## src/rtl/ipd_inst_queue_pkg.sv

```systemverilog
// Shared pre-decode definitions: inst-type bit indices, opcode fields, decoded/queued record layouts.
// Latency: n/a (types only); backpressure: n/a.
package ipd_inst_queue_pkg;

    localparam int INST_TYPE_WD     = 27;
    localparam int IPD_TO_ID_BUS_WD = INST_TYPE_WD + 111;

    localparam int IT_ADD_W     = 0;
    localparam int IT_SUB_W     = 1;
    localparam int IT_SLT       = 2;
    localparam int IT_SLTU      = 3;
    localparam int IT_NOR       = 4;
    localparam int IT_AND       = 5;
    localparam int IT_OR        = 6;
    localparam int IT_XOR       = 7;
    localparam int IT_MUL_W     = 8;
    localparam int IT_SLLI_W    = 9;
    localparam int IT_SRLI_W    = 10;
    localparam int IT_SRAI_W    = 11;
    localparam int IT_ADDI_W    = 12;
    localparam int IT_ORI       = 13;
    localparam int IT_ANDI      = 14;
    localparam int IT_LU12I_W   = 15;
    localparam int IT_PCADDU12I = 16;
    localparam int IT_JIRL      = 17;
    localparam int IT_B         = 18;
    localparam int IT_BL        = 19;
    localparam int IT_BEQ       = 20;
    localparam int IT_BNE       = 21;
    localparam int IT_LD_W      = 22;
    localparam int IT_ST_W      = 23;
    localparam int IT_ST_B      = 24;
    localparam int IT_LD_B      = 25;
    localparam int IT_INE       = 26;

    // opcode fields: inst[31:15], inst[31:22], inst[31:25], inst[31:26]
    localparam logic [16:0] OP17_ADD_W  = 17'h00020;
    localparam logic [16:0] OP17_SUB_W  = 17'h00022;
    localparam logic [16:0] OP17_SLT    = 17'h00024;
    localparam logic [16:0] OP17_SLTU   = 17'h00025;
    localparam logic [16:0] OP17_NOR    = 17'h00028;
    localparam logic [16:0] OP17_AND    = 17'h00029;
    localparam logic [16:0] OP17_OR     = 17'h0002A;
    localparam logic [16:0] OP17_XOR    = 17'h0002B;
    localparam logic [16:0] OP17_MUL_W  = 17'h00038;
    localparam logic [16:0] OP17_SLLI_W = 17'h00081;
    localparam logic [16:0] OP17_SRLI_W = 17'h00089;
    localparam logic [16:0] OP17_SRAI_W = 17'h00091;
    localparam logic [9:0]  OP10_ADDI_W = 10'h00A;
    localparam logic [9:0]  OP10_ORI    = 10'h00E;
    localparam logic [9:0]  OP10_ANDI   = 10'h00D;
    localparam logic [9:0]  OP10_LD_W   = 10'h0A2;
    localparam logic [9:0]  OP10_LD_B   = 10'h0A0;
    localparam logic [9:0]  OP10_ST_W   = 10'h0A6;
    localparam logic [9:0]  OP10_ST_B   = 10'h0A4;
    localparam logic [6:0]  OP7_LU12I_W = 7'h0A;
    localparam logic [6:0]  OP7_PCADDU  = 7'h0E;
    localparam logic [5:0]  OP6_JIRL    = 6'h13;
    localparam logic [5:0]  OP6_B       = 6'h14;
    localparam logic [5:0]  OP6_BL      = 6'h15;
    localparam logic [5:0]  OP6_BEQ     = 6'h16;
    localparam logic [5:0]  OP6_BNE     = 6'h17;

    typedef struct packed {
        logic [INST_TYPE_WD-1:0] inst_type;
        logic [31:0]             imm;
        logic [4:0]              waddr;
        logic [4:0]              raddr2;
        logic [4:0]              raddr1;
    } pd_t;

    typedef struct packed {
        logic [INST_TYPE_WD-1:0] inst_type;
        logic [31:0]             pred_pc;
        logic [31:0]             inst_pc;
        logic [31:0]             imm;
        logic [4:0]              waddr;
        logic [4:0]              raddr2;
        logic [4:0]              raddr1;
    } rec_t;

    function automatic rec_t pack_rec(pd_t pd, logic [31:0] pc, logic [31:0] pred_pc);
        rec_t r;
        r.inst_type = pd.inst_type;
        r.pred_pc   = pred_pc;
        r.inst_pc   = pc;
        r.imm       = pd.imm;
        r.waddr     = pd.waddr;
        r.raddr2    = pd.raddr2;
        r.raddr1    = pd.raddr1;
        return r;
    endfunction

endpackage

```

## src/rtl/ipd_inst_queue_if.sv

```systemverilog
// IF->IPD->ID handshake bundle; slave modport is the queue, master modport is its environment.
// Latency/backpressure: defined by the queue (in_ready / out_ready).
interface ipd_inst_queue_if #(parameter int PTR_W = 2);
    import ipd_inst_queue_pkg::*;

    logic           in_valid;
    logic [31:0]    in_pc;
    logic [31:0]    in_pred_pc;
    logic [31:0]    inst_ram_r_data;
    logic           in_ready;
    logic           out_valid;
    logic           out_ready;
    rec_t           out_bus;
    logic           flush;
    logic [PTR_W:0] occupancy;

    modport slave (
        input  in_valid, in_pc, in_pred_pc, inst_ram_r_data, out_ready, flush,
        output in_ready, out_valid, out_bus, occupancy
    );

    modport master (
        output in_valid, in_pc, in_pred_pc, inst_ram_r_data, out_ready, flush,
        input  in_ready, out_valid, out_bus, occupancy
    );
endinterface

```

## src/rtl/ipd_inst_queue_predecoder.sv

```systemverilog
// Combinational pre-decoder: inst word -> one-hot type, imm, waddr, raddr2, raddr1.
// Latency 0; no backpressure (pure function of inst_i).
module ipd_inst_queue_predecoder
    import ipd_inst_queue_pkg::*;
(
    input  logic [31:0] inst_i,
    output pd_t         pd_o
);
    logic [INST_TYPE_WD-1:0] t;
    logic [4:0] rd, rj, rk;
    logic is_3r, is_shift, is_si12, is_ui12, is_si20, is_off16, is_off26, is_rj, is_rd2, no_wb;

    assign rd = inst_i[4:0];
    assign rj = inst_i[9:5];
    assign rk = inst_i[14:10];

    always_comb begin
        t = '0;
        t[IT_ADD_W]     = inst_i[31:15] == OP17_ADD_W;
        t[IT_SUB_W]     = inst_i[31:15] == OP17_SUB_W;
        t[IT_SLT]       = inst_i[31:15] == OP17_SLT;
        t[IT_SLTU]      = inst_i[31:15] == OP17_SLTU;
        t[IT_NOR]       = inst_i[31:15] == OP17_NOR;
        t[IT_AND]       = inst_i[31:15] == OP17_AND;
        t[IT_OR]        = inst_i[31:15] == OP17_OR;
        t[IT_XOR]       = inst_i[31:15] == OP17_XOR;
        t[IT_MUL_W]     = inst_i[31:15] == OP17_MUL_W;
        t[IT_SLLI_W]    = inst_i[31:15] == OP17_SLLI_W;
        t[IT_SRLI_W]    = inst_i[31:15] == OP17_SRLI_W;
        t[IT_SRAI_W]    = inst_i[31:15] == OP17_SRAI_W;
        t[IT_ADDI_W]    = inst_i[31:22] == OP10_ADDI_W;
        t[IT_ORI]       = inst_i[31:22] == OP10_ORI;
        t[IT_ANDI]      = inst_i[31:22] == OP10_ANDI;
        t[IT_LD_W]      = inst_i[31:22] == OP10_LD_W;
        t[IT_LD_B]      = inst_i[31:22] == OP10_LD_B;
        t[IT_ST_W]      = inst_i[31:22] == OP10_ST_W;
        t[IT_ST_B]      = inst_i[31:22] == OP10_ST_B;
        t[IT_LU12I_W]   = inst_i[31:25] == OP7_LU12I_W;
        t[IT_PCADDU12I] = inst_i[31:25] == OP7_PCADDU;
        t[IT_JIRL]      = inst_i[31:26] == OP6_JIRL;
        t[IT_B]         = inst_i[31:26] == OP6_B;
        t[IT_BL]        = inst_i[31:26] == OP6_BL;
        t[IT_BEQ]       = inst_i[31:26] == OP6_BEQ;
        t[IT_BNE]       = inst_i[31:26] == OP6_BNE;
        t[IT_INE]       = ~|t[IT_INE-1:0];
    end

    assign is_3r    = |t[IT_MUL_W:IT_ADD_W];
    assign is_shift = |t[IT_SRAI_W:IT_SLLI_W];
    assign is_si12  = t[IT_ADDI_W] | t[IT_LD_W] | t[IT_LD_B] | t[IT_ST_W] | t[IT_ST_B];
    assign is_ui12  = t[IT_ORI] | t[IT_ANDI];
    assign is_si20  = t[IT_LU12I_W] | t[IT_PCADDU12I];
    assign is_off16 = t[IT_JIRL] | t[IT_BEQ] | t[IT_BNE];
    assign is_off26 = t[IT_B] | t[IT_BL];
    assign is_rj    = is_shift | is_si12 | is_ui12 | is_off16;
    assign is_rd2   = t[IT_BEQ] | t[IT_BNE] | t[IT_ST_W] | t[IT_ST_B];
    // b/bl carry no register write in this encoding of the bus, same as branches/stores
    assign no_wb    = is_off26 | is_rd2 | t[IT_INE];

    always_comb begin
        pd_o           = '0;
        pd_o.inst_type = t;
        if (is_3r) begin
            pd_o.raddr1 = rk;
            pd_o.raddr2 = rj;
        end else if (is_rj) begin
            pd_o.raddr1 = rj;
        end
        if (is_rd2) pd_o.raddr2 = rd;
        if (!no_wb) pd_o.waddr = rd;
        if (is_si12)       pd_o.imm = {{20{inst_i[21]}}, inst_i[21:10]};
        else if (is_ui12)  pd_o.imm = {20'd0, inst_i[21:10]};
        else if (is_shift) pd_o.imm = {27'd0, inst_i[14:10]};
        else if (is_si20)  pd_o.imm = {inst_i[24:5], 12'd0};
        else if (is_off16) pd_o.imm = {{14{inst_i[25]}}, inst_i[25:10], 2'b00};
        else if (is_off26) pd_o.imm = {{4{inst_i[9]}}, inst_i[9:0], inst_i[25:10], 2'b00};
    end
endmodule

```

## src/rtl/ipd_inst_queue.sv

```systemverilog
// Pre-decode stage: decodes fetched insts into a DEPTH-entry queue feeding ID; optional IPD_QUEUE_BYPASS_EN.
// Latency 1 (0 on empty with IPD_QUEUE_BYPASS_EN); backpressure: in_ready drops when full or flushed.
module ipd_inst_queue
    import ipd_inst_queue_pkg::*;
#(
    parameter int DEPTH = 4
)(
    input  logic             clk,
    input  logic             reset,
    ipd_inst_queue_if.slave  q_if
);
    localparam int PTR_W = $clog2(DEPTH);
    localparam logic [PTR_W:0] PTR_ONE = 1;

    logic [PTR_W:0] wr_ptr_q, wr_ptr_d, rd_ptr_q, rd_ptr_d;
    rec_t           mem_q [DEPTH];
    pd_t            pd;
    rec_t           in_rec;
    logic           kill, full, empty, push, pop, bypass;

    ipd_inst_queue_predecoder u_predecoder (
        .inst_i (q_if.inst_ram_r_data),
        .pd_o   (pd)
    );

    assign in_rec = pack_rec(pd, q_if.in_pc, q_if.in_pred_pc);

    // reset in the middle of traffic looks exactly like a flush to both neighbours
    assign kill  = q_if.flush | reset;
    assign empty = wr_ptr_q == rd_ptr_q;
    assign full  = (wr_ptr_q[PTR_W-1:0] == rd_ptr_q[PTR_W-1:0]) & (wr_ptr_q[PTR_W] != rd_ptr_q[PTR_W]);

`ifdef IPD_QUEUE_BYPASS_EN
    assign bypass = empty & q_if.in_valid & q_if.out_ready & ~kill;
`else
    assign bypass = 1'b0;
`endif

    assign q_if.in_ready  = ~full & ~kill;
    assign q_if.out_valid = (~empty & ~kill) | bypass;
    assign q_if.out_bus   = bypass ? in_rec : mem_q[rd_ptr_q[PTR_W-1:0]];
    assign q_if.occupancy = wr_ptr_q - rd_ptr_q;

    assign push = q_if.in_valid & q_if.in_ready & ~bypass;
    assign pop  = ~empty & ~kill & q_if.out_ready;

    always_comb begin
        wr_ptr_d = wr_ptr_q;
        rd_ptr_d = rd_ptr_q;
        if (kill) begin
            wr_ptr_d = '0;
            rd_ptr_d = '0;
        end else begin
            if (push) wr_ptr_d = wr_ptr_q + PTR_ONE;
            if (pop)  rd_ptr_d = rd_ptr_q + PTR_ONE;
        end
    end

    always_ff @(posedge clk) begin
        if (reset) begin
            wr_ptr_q <= '0;
            rd_ptr_q <= '0;
        end else begin
            wr_ptr_q <= wr_ptr_d;
            rd_ptr_q <= rd_ptr_d;
        end
    end

    always_ff @(posedge clk) begin
        if (push) mem_q[wr_ptr_q[PTR_W-1:0]] <= in_rec;
    end
endmodule
```

## src/flat_wrapper.sv

```systemverilog
// flat-port wrapper written by rule: the top's interface ports become plain ports
module ipd_inst_queue_flat import ipd_inst_queue_pkg::*;
#(
    parameter int DEPTH = 4
)
  (clk, reset, q_if_in_valid, q_if_in_pc, q_if_in_pred_pc, q_if_inst_ram_r_data, q_if_out_ready, q_if_flush, q_if_in_ready, q_if_out_valid, q_if_out_bus, q_if_occupancy);
  ipd_inst_queue_if q_if_i ();
  input  logic clk;
  input  logic reset;
  input wire logic [$bits(q_if_i.in_valid)-1:0] q_if_in_valid;
  input wire logic [$bits(q_if_i.in_pc)-1:0] q_if_in_pc;
  input wire logic [$bits(q_if_i.in_pred_pc)-1:0] q_if_in_pred_pc;
  input wire logic [$bits(q_if_i.inst_ram_r_data)-1:0] q_if_inst_ram_r_data;
  input wire logic [$bits(q_if_i.out_ready)-1:0] q_if_out_ready;
  input wire logic [$bits(q_if_i.flush)-1:0] q_if_flush;
  output wire logic [$bits(q_if_i.in_ready)-1:0] q_if_in_ready;
  output wire logic [$bits(q_if_i.out_valid)-1:0] q_if_out_valid;
  output wire logic [$bits(q_if_i.out_bus)-1:0] q_if_out_bus;
  output wire logic [$bits(q_if_i.occupancy)-1:0] q_if_occupancy;
  assign q_if_i.in_valid = q_if_in_valid;
  assign q_if_i.in_pc = q_if_in_pc;
  assign q_if_i.in_pred_pc = q_if_in_pred_pc;
  assign q_if_i.inst_ram_r_data = q_if_inst_ram_r_data;
  assign q_if_i.out_ready = q_if_out_ready;
  assign q_if_i.flush = q_if_flush;
  assign q_if_in_ready = q_if_i.in_ready;
  assign q_if_out_valid = q_if_i.out_valid;
  assign q_if_out_bus = q_if_i.out_bus;
  assign q_if_occupancy = q_if_i.occupancy;
  ipd_inst_queue #(.DEPTH(DEPTH)) u_core (.clk(clk), .reset(reset), .q_if(q_if_i));
endmodule
```

## config.mk

```make
export PLATFORM = sky130hd
export DESIGN_NAME = ipd_inst_queue_flat
export DESIGN_NICKNAME = d
export VERILOG_FILES = /design/src/rtl/ipd_inst_queue_pkg.sv /design/src/rtl/ipd_inst_queue_if.sv /design/src/rtl/ipd_inst_queue_predecoder.sv /design/src/rtl/ipd_inst_queue.sv /design/src/flat_wrapper.sv
export SDC_FILE = /design/constraint.sdc
export NUM_CORES = 1
export LEC_CHECK = 0
export BUFFER_PORTS_ARGS = -buffer_cell sky130_fd_sc_hd__buf_2
export CAP_MARGIN = 20
export CELL_PAD_IN_SITES_DETAIL_PLACEMENT = 1
export CELL_PAD_IN_SITES_GLOBAL_PLACEMENT = 1
export CORE_MARGIN = 2
export CORE_UTILIZATION = 30
export CTS_CLUSTER_DIAMETER = 100
export CTS_CLUSTER_SIZE = 20
export DETAILED_ROUTE_END_ITERATION = 10
export PLACE_DENSITY = 0.54
export SLEW_MARGIN = 20
export SYNTH_ARGS = -nofsm -noshare
export SYNTH_HDL_FRONTEND = slang
export SYNTH_SLANG_ARGS = --single-unit
```

## constraint.sdc

```tcl
create_clock -name clk -period 6.85 [get_ports clk]
set_input_delay 2.055 -clock clk [delete_from_list [all_inputs] [get_ports clk]]
set_output_delay 2.055 -clock clk [all_outputs]
set_load 0.05 [all_outputs]
```

==> results.md, run 1 <==
* Drt pass-1 iters at 4
* Critical Path Source Type: primary input
* Root Buffer: clkbuf_16
* Area contributors post-synth: edfxtp_1 (77%), mux4_2 (14%), a22o_1 (0.82%)
* Initial antenna violation count at 5
* Setup_tns at 0 ns
* Total grt overflow at 0
* Dpl hpwl at 33590 um
* DIE AREA at 73650 sq um
* Total CTS buffers at 34
* Post-cts sizing count at 0
* Max Buffers Root-to-Sink at 3
* Worst-Margin Slew at 1.068 ns
* Htree depth at 2
* Async set-reset flop share out of synthesis at 0
* Clock sink total at 560
* Post-Syn Area per Cell at 22.34 sq um
* Distinct cells, synth at 52
* Worst VDD drop at 143.9 uV
* Core Util, Final at 0.3498
* Layout cells sized above 1 at 0.3786
* Drt via density at 4.761
* Cell family with the largest share of critical-path delay: buffers and inverters
* CTS tree: done
* CP endpoint kind: output port
* Setup slack after layout at 1.646 ns
* # fillers at 7063
* Fin nets at 1314
* Post-synthesis sequential area ratio at 0.7803
* Cell depth of the worst setup path at 4
* Post CTS Setup Buffer Count at 0
* Reg clk slew, reported paths at 0.09 ns
* Most used cell, CP: buf_2
* Final Cycle Share at 0.7597
* IO Count at 244
* Crit path DAT at 3.15 ns
* Fmax at 192.2 MHz
* Yosys warns at 0
* Synth top area share at 0.7728
* Insertion delay to the later sink of the worst-skew pair at 0.57 ns
* WL per Instance at 24.20 um
* Aggregate global-route resource usage at 0.1421
* Reg2Reg Depth at 5
* CP peak stage delay at 0.37 ns
* Max Slew Vio Count at 0
* Die extent in x at 271.4 um
* Residual DRC at 0
* Post-synth EDFFs at 552
* Synth Register Bits at 560
* Tmin final at 5.204 ns
* Finished Cell Area at 24880 sq um
* Placer congestion estimate at 0.7495
* ANT nets after route at 0
* Place WS at 1.649 ns
* Cells along the critical path: buf_2, or2_2, a31oi_1, buf_2
* Commonest cells in the netlist: edfxtp_1 (552), mux4_2 (138), nor2_1 (38), clkbuf_1 (30)
* CP max FO at 9
* Core box area at 71120 sq um
* Synth Instances at 960
* Vias in the first global route at 11210
* Antenna diode count at 0
* Area Growth Syn to Fin at 15.98%
* Largest net degree at the start of global routing at 103
* Hold Vio Cnt, Final at 0
* CP required at 4.80 ns
* Worst path bufs/invs at 2
* First-pass GRT wire length at 77340 um
* Status: completed
* Via count at 10310
* RSZ-0062 raised after global routing: no
* Count leader, synth: edfxtp_1
* Worst Hold Class: flip-flop to flip-flop
* Leakage at 0.007436 uW
* Worst setup path category: primary input to output port
* Top_reg_cell synth: edfxtp_1
* Cell Area, Placed at 23880 sq um
* Starting Density at 0.3016
* Port Buffers at 243
* Cell Area, Synth at 21450 sq um
* Syn Nets at 1069
* PwrDens at 248.3 nW/um^2
* Final setup vio count at 0
* Iter 0 DRT Violations at 831
* Slew headroom at 0.2881
* MaxCap Viol Count at 0
* CTS Hold Bufs at 0
* Hold Path Cell Cnt at 2
* Routed WL at 52380 um
* Worst Clk Skew at 0.01010 ns
* Slowest-stage cell, CP: or2_2
* Die Ht at 271.4 um
* Largest area contributor in the netlist: edfxtp_1
* Core Rows at 98
[kinds of logic after synthesis]
kind of cell	Yosys count	share of synthesized area
adder cells (fa/ha/maj)	8	0.005017
AO/OA/AOI/OAI	64	0.02252
flip-flops	560	0.7803
XOR/XNOR	7	0.002859
AND/OR/NAND/NOR	120	0.03086
multiplexers	139	0.1454
buffers and inverters	62	0.01307
[worst paths after layout]
path	startpoint	end	slack [ns]
min	u_core.rd_ptr_q[1]	flip-flop	0.55
max reg2reg	u_core.rd_ptr_q[1]	u_core.mem_q[3][109]	3.46
max	q_if_flush	q_if_out_valid	1.65
min reg2reg	u_core.rd_ptr_q[1]	flip-flop	0.55
[sequential cells by signal (all words and copies together), names as in the netlist, named ones only]
signal and count:
u_core.rd_ptr_q 3, u_core.wr_ptr_q 3, u_core.mem_q 552
[final cells by class]
type | count | area (sq um) | area share
Sequential cell | 560 | 16740 | 0.6731
Multi-Input combinational cell | 338 | 4442 | 0.1786
Timing Repair Buffer | 263 | 1499 | 0.06026
Tap cell | 950 | 1189 | 0.04778
Clock buffer | 43 | 948.4 | 0.03813
Inverter | 8 | 30.03 | 0.001207
Clock inverter | 3 | 23.77 | 0.0009557
[tightest hold or removal path, delay by kind of cell (launching register included)]
| kind | cells | cell delay [ns] |
|---|---|---|
| flip-flops | 1 | 0.36 |
| AND/OR/NAND/NOR | 2 | 0.14 |
[layer usage]
metal	vias to the layer above	share of wire	track usage
li1	4485	-	-
met1	5523	0.43	0.1872
met2	237	0.50	0.2392
met3	54	0.056	0.03211
met4	8	0.017	0.03369
met5	-	0.00078	0
[report_power, final]
group	internal (uW)	total, uW	switching [uW]
Combinational	82.9	307	225
Clock	981	2090	1110
Sequential	3780	3780	7.30
Total	4840	6180	1340
[per-stage QoR]
stage	std cells	total power, uW	hold slack, ns
after CTS	2164	6276	0.5649
after global routing	2165	6391	0.5891
after floorplan	960	4048	0.5007
final	2165	6177	0.5533
after detailed placement	2118	4177	0.5427
after global placement	2118	4170	0.5457
[layout by cell type (no fill, tap or decap), types with 3 or more instances in the layout]
cell type / synthesis / layout
mux4_2: 138 / 138
nor3_2: 5 / 5
a21oi_1: 4 / 4
xor2_1: 3 / 3
ha_1: 7 / 7
nor3_1: 7 / 7
xnor2_1: 4 / 4
inv_1: 8 / 8
nand3_1: 5 / 5
nand2b_1: 7 / 7
a211oi_1: 10 / 10
nor3b_1: 3 / 3
edfxtp_1: 552 / 552
and2_1: 10 / 6
buf_4: 0 / 10
o21ai_0: 14 / 14
nor4_1: 5 / 5
a22o_1: 20 / 20
dfxtp_1: 8 / 6
and3_1: 4 / 4
buf_12: 0 / 9
clkbuf_1: 30 / 6
nor2_1: 38 / 38
and2_4: 0 / 4
a221o_1: 5 / 5
clkbuf_16: 0 / 37
nand2_1: 20 / 20
buf_2: 20 / 243
Note: power is estimated with default switching activity, not from simulation.
==> run 2: changes to the inputs <==
--- a/config.mk
+++ b/config.mk
@@ -5,6 +5,7 @@
 export SDC_FILE = /design/constraint.sdc
 export NUM_CORES = 1
 export LEC_CHECK = 0
+export ABC_AREA = 1
 export BUFFER_PORTS_ARGS = -buffer_cell sky130_fd_sc_hd__buf_2
 export CAP_MARGIN = 20
 export CELL_PAD_IN_SITES_DETAIL_PLACEMENT = 1
@@ -14,7 +15,7 @@
 export CTS_CLUSTER_DIAMETER = 100
 export CTS_CLUSTER_SIZE = 20
 export DETAILED_ROUTE_END_ITERATION = 10
-export PLACE_DENSITY = 0.54
+export PLACE_DENSITY = 0.57
 export SLEW_MARGIN = 20
 export SYNTH_ARGS = -nofsm -noshare
 export SYNTH_HDL_FRONTEND = slang
==> constraint.sdc (replaced) <==
create_clock -name clk -period 4.5 [get_ports clk]
set_input_delay 1.35 -clock clk [delete_from_list [all_inputs] [get_ports clk]]
set_output_delay 1.35 -clock clk [all_outputs]
set_load 0.05 [all_outputs]
==> run 2 against run 1 <==
Area after synthesis up 2.5%. Sequential share of layout area down 2.2 points. Highest routed layer unchanged. Critical path depth unchanged. Largest cell class unchanged.
==> results.md, run 2 <==
* Root Buffer: clkbuf_16
* Layout cells sized above 1 at 0.1997
* CP max FO at 50
* DIE AREA at 75500 sq um
* Die Ht at 274.8 um
* Port Buffers at 243
* Cell Area, Placed at 24610 sq um
* Aggregate global-route resource usage at 0.1640
* Post-cts sizing count at 0
* Drt pass-1 iters at 4
* Initial antenna violation count at 9
* Finished Cell Area at 25730 sq um
* Largest net degree at the start of global routing at 89
* Met1 Track Usage GR at 0.2123
* Tmin final at 4.244 ns
* Met3 Use GR at 0.03421
* Top_reg_cell synth: edfxtp_1
* Post-synth EDFFs at 552
* Iter 0 DRT Violations at 961
* Total CTS buffers at 36
* Reg area at 16740 sq um
* Status: completed
* CTS Hold Bufs at 0
* CP endpoint kind: output port
* Leakage at 0.008953 uW
* Core Rows at 99
* Htree depth at 2
* Setup_tns at 0 ns
* Worst VDD drop at 219.0 uV
* CTS tree: done
* Drt via density at 4.987
* Most frequent cells in the layout: edfxtp_1 (552), nor2_1 (320), o21ai_0 (286)
* Distinct cells, synth at 34
* Multi-input logic area at 4647 sq um
* Post CTS Setup Buffer Count at 0
* Met2 Use GR at 0.2774
* MaxCap Viol Count at 0
* Critical Path Source Type: flip-flop
* RSZ-0062 raised after global routing: no
* # fillers at 7728
* Starting Density at 0.3025
* Busiest grt layer: met2
* Dpl hpwl at 40630 um
* ANT nets after route at 0
* Synth Instances at 1658
* Commonest cells in the netlist: edfxtp_1 (552), nor2_1 (323), o21ai_0 (286), o22ai_1 (145), clkbuf_1 (83)
* Vias in the first global route at 14810
* Worst hold slack at 0.5053 ns
* CP required at 3.15 ns
* Post-synthesis sequential area ratio at 0.7609
* Largest area contributor in the netlist: edfxtp_1
* Async set-reset flop share out of synthesis at 0
* Placer congestion estimate at 0.8194
* Area Growth Syn to Fin at 16.98%
* Fmax at 235.6 MHz
* Max Buffers Root-to-Sink at 3
* Syn Nets at 1767
* WL per Instance at 22.02 um
* Area contributors post-synth: edfxtp_1 (75%), o21ai_0 (6.5%), nor2_1 (5.5%)
* Worst Clk Skew at 0.02604 ns
* Synth top area share at 0.7536
* Crit path DAT at 2.89 ns
* Worst-Margin Slew at 1.012 ns
* Residual DRC at 0
* Final Cycle Share at 0.9432
* Count leader, synth: edfxtp_1
* Routed WL at 63040 um
* Max Slew Vio Count at 0
* Yosys warns at 0
* Post-Syn Area per Cell at 13.27 sq um
* Total grt overflow at 0
* Insertion delay to the later sink of the worst-skew pair at 0.57 ns
* Core box area at 72710 sq um
* Via count at 14280
* IO Count at 244
* Hold Vio Cnt, Final at 0
* Max reg flops at 552
* Synth Register Bits at 560
* PwrDens at 376.9 nW/um^2
* Slew headroom at 0.3254
* Reg clk slew, reported paths at 0.08 ns
* Leading cell type in the layout, fill and taps excluded: edfxtp_1
* Worst setup path category: flip-flop to output port
* Final setup vio count at 0
* Clock sink total at 560
* Cell Area, Synth at 21990 sq um
* Die extent in x at 274.8 um
* Worst Hold Class: flip-flop to flip-flop
* Fin nets at 1991
* First-pass GRT wire length at 93530 um
run 2: cell types whose count changed in the layout (fill, tap and decap cells not counted), sizes merged, moves of 41 or more:
cell,before,now
o22ai,0,145
o21ai,15,301
nand2,20,61
inv,9,74
nor2,38,332
mux4,138,0
run 2: final timing paths:
path	from	endpoint	slack [ns]	depth (start not counted)
setup reg to reg	u_core.wr_ptr_q[0]	u_core.mem_q[3][31]	1.96	6
hold / removal	u_core.wr_ptr_q[2]	u_core.wr_ptr_q[2]	0.51	1
hold reg to reg	u_core.wr_ptr_q[2]	u_core.wr_ptr_q[2]	0.51	1
setup / recovery	flip-flop	q_if_out_bus[76]	0.26	4
run 2: layout make-up:
cell class / instances / share of cell area
clock inverter: 11 / 0.005544
antenna: 1 / 0.00009726
tap: 959 / 0.04663
inverter: 68 / 0.01031
clock buffer: 48 / 0.03759
timing repair buffer: 286 / 0.06847
multi-input combinational: 930 / 0.1806
sequential: 560 / 0.6507
run 2: worst max-delay path, stage by stage, from the launching register on:
cell and delay [ns]:
dfxtp_4 0.70, buf_4 0.67, o21ai_0 0.22, o22ai_1 0.34, buf_2 0.33
run 2: cells by family after synthesis:
logic type,after synthesis,synth area share
AOI/OAI and AO/OA,476,0.1198
DFF,560,0.7609
buffers and inverters,168,0.03032
xor gates and xnor gates,2,0.0007966
adders and majority gates,8,0.004892
and+or+nand+nor,444,0.08328
run 2: power by group:
part	leakage (uW)	internal [uW]	switching, uW	total (uW)
sequential	0.00516	5740	12.9	5760
combinational	0.00326	114	397	511
clock	0.000532	1660	1770	3430
total	0.00895	7520	2180	9700
run 2: through the flow:
step | util | std cells | worst slack [ns] | power, uW
after floorplan | - | 1658 | -0.1576 | 6174
after global placement | 0.3385 | 2802 | 0.9279 | 6382
after detailed placement | 0.3385 | 2802 | 0.8269 | 6395
after CTS | 0.3538 | 2861 | 0.1959 | 9824
after global routing | 0.3539 | 2863 | 0.07720 | 10010
final | 0.3539 | 2863 | 0.2558 | 9697
run 2: layer usage:
metal | vias up | routed length [um]
li1 | 6575 | -
met1 | 7298 | 27270
met2 | 298 | 30530
met3 | 94 | 3420
met4 | 12 | 1755
met5 | - | 61
==> run 3: changes to the inputs <==
--- a/config.mk
+++ b/config.mk
@@ -15,7 +15,7 @@
 export CTS_CLUSTER_DIAMETER = 100
 export CTS_CLUSTER_SIZE = 20
 export DETAILED_ROUTE_END_ITERATION = 10
-export PLACE_DENSITY = 0.57
+export PLACE_DENSITY_LB_ADDON = 0.25
 export SLEW_MARGIN = 20
 export SYNTH_ARGS = -nofsm -noshare
 export SYNTH_HDL_FRONTEND = slang
==> run 3 against run 2 <==
First-iteration DRC count increased by 16%. Die area stayed put. Core utilization is 0.052 points lower. Worst hold slack got worse by 0.0098 ns. Largest power group unchanged.
==> results.md, run 3 (synthesized netlist as in run 2, its figures left out) <==
* Residual DRC at 0
* Final Cycle Share at 0.9111
* Reg clk slew, reported paths at 0.08 ns
* Leakage at 0.008930 uW
* Fmax at 243.9 MHz
* Max reg flops at 552
* Hold Vio Cnt, Final at 0
* Via count at 14170
* RSZ-0062 raised after global routing: no
* Worst Hold Class: flip-flop to flip-flop
* Die extent in x at 274.8 um
* Fin nets at 1989
* Place WS at 0.9186 ns
* Drt pass-1 iters at 5
* Worst Clk Skew at 0.01574 ns
* CP required at 3.15 ns
* Die Ht at 274.8 um
* WL per Instance at 22.18 um
* Port Buffers at 243
* Core box area at 72710 sq um
* Post CTS Setup Buffer Count at 0
* Reg area at 16740 sq um
* Final setup vio count at 0
* Total CTS buffers at 35
* Most frequent cells in the layout: edfxtp_1 (552), nor2_1 (320), o21ai_0 (286)
* MaxCap Viol Count at 0
* Core Rows at 99
* Iter 0 DRT Violations at 1118
* PwrDens at 370.0 nW/um^2
* Max Slew Vio Count at 0
* Leading cell type in the layout, fill and taps excluded: edfxtp_1
* Crit path DAT at 2.75 ns
* Multi-input logic area at 4647 sq um
* # fillers at 7657
* Worst-Margin Slew at 1.024 ns
* ANT nets after route at 0
* Slowest-stage cell, CP: dfxtp_4
* Clock sink total at 560
* Largest net degree at the start of global routing at 89
* Antenna diode count at 0
* Htree depth at 2
* Drt via density at 4.969
* First-pass GRT wire length at 93270 um
* Critical Path Source Type: flip-flop
* Cells along the critical path: inv_4, buf_12, o21ai_0, o22ai_1, buf_2
* Hold Path Cell Cnt at 1
* Routed WL at 63250 um
* Root Buffer: clkbuf_16
* Cell Area, Placed at 24670 sq um
* Total grt overflow at 0
* Post-cts sizing count at 0
* IO Count at 244
* Aggregate global-route resource usage at 0.1644
* Worst VDD drop at 184.7 uV
* CP max FO at 56
* Slew headroom at 0.3143
* Vias in the first global route at 14650
* Layout cells sized above 1 at 0.1977
* Setup slack after layout at 0.4002 ns
* Reg2Reg Depth at 6
* Met3 Use GR at 0.03718
* CTS tree: done
* Max Buffers Root-to-Sink at 3
* Placer congestion estimate at 0.8167
* Dpl hpwl at 40550 um
* Total Power at 9506 uW
* Status: completed
* Busiest grt layer: met2
* CP endpoint kind: output port
* Insertion delay to the later sink of the worst-skew pair at 0.56 ns
* Finished Cell Area at 25690 sq um
* Tmin final at 4.100 ns
* Area Growth Syn to Fin at 16.81%
* CTS Hold Bufs at 0
* Worst setup path category: flip-flop to output port
* CP peak stage delay at 0.54 ns
* DIE AREA at 75500 sq um
* Met1 Track Usage GR at 0.2128
* Initial antenna violation count at 9
* Met2 Use GR at 0.2765
* Starting Density at 0.3025
## run 3: final cells by class
| class | count | area share |
|---|---|---|
| Clock buffer | 43 | 0.03774 |
| Tap cell | 959 | 0.04670 |
| Clock inverter | 6 | 0.001851 |
| Multi-Input combinational cell | 930 | 0.1809 |
| Timing Repair Buffer | 285 | 0.07081 |
| Inverter | 68 | 0.01032 |
| Sequential cell | 560 | 0.6517 |
## run 3: per-layer routing
layer / wire (um) / share of wire / vias to the layer above
met1: 27750 / 0.44 / 7228
met5: 103 / 0.0016 / -
met4: 1742 / 0.028 / 16
li1: - / - / 6554
met2: 30310 / 0.48 / 271
met3: 3340 / 0.053 / 98
## run 3: worst paths after layout
check / from / slack, ns / to
setup / recovery: flip-flop / 0.40 / q_if_out_bus[24]
hold / removal: u_core.wr_ptr_q[2] / 0.50 / u_core.wr_ptr_q[2]
setup reg to reg: u_core.rd_ptr_q[1] / 1.94 / u_core.mem_q[2][81]
hold reg to reg: u_core.wr_ptr_q[2] / 0.50 / u_core.wr_ptr_q[2]
## run 3: metrics by stage
step / util / hold WS, ns / std cells / TNS [ns]
2_1_floorplan: - / 0.4432 / 1658 / -73.06
3_3_place_gp: 0.3394 / 0.4686 / 2802 / 0
3_5_place_dp: 0.3394 / 0.4793 / 2802 / 0
4_1_cts: 0.3533 / 0.4999 / 2851 / 0
5_1_grt: 0.3533 / 0.5409 / 2851 / 0
6_report: 0.3533 / 0.4955 / 2851 / 0
## run 3: report_power, final
| part | leakage [uW] | total [uW] | switching (uW) | internal (uW) |
|---|---|---|---|---|
| combinational | 0.00328 | 516 | 400 | 116 |
| sequential | 0.00516 | 5760 | 12.1 | 5740 |
| clock | 0.000494 | 3230 | 1700 | 1540 |
| total | 0.00893 | 9510 | 2110 | 7400 |
## run 3: worst max-delay path: cells and delay by family (launching register included)
| kind | cells | cell delay [ns] |
|---|---|---|
| buf+inv | 3 | 0.96 |
| compound gates | 2 | 0.63 |
| flops | 1 | 0.54 |
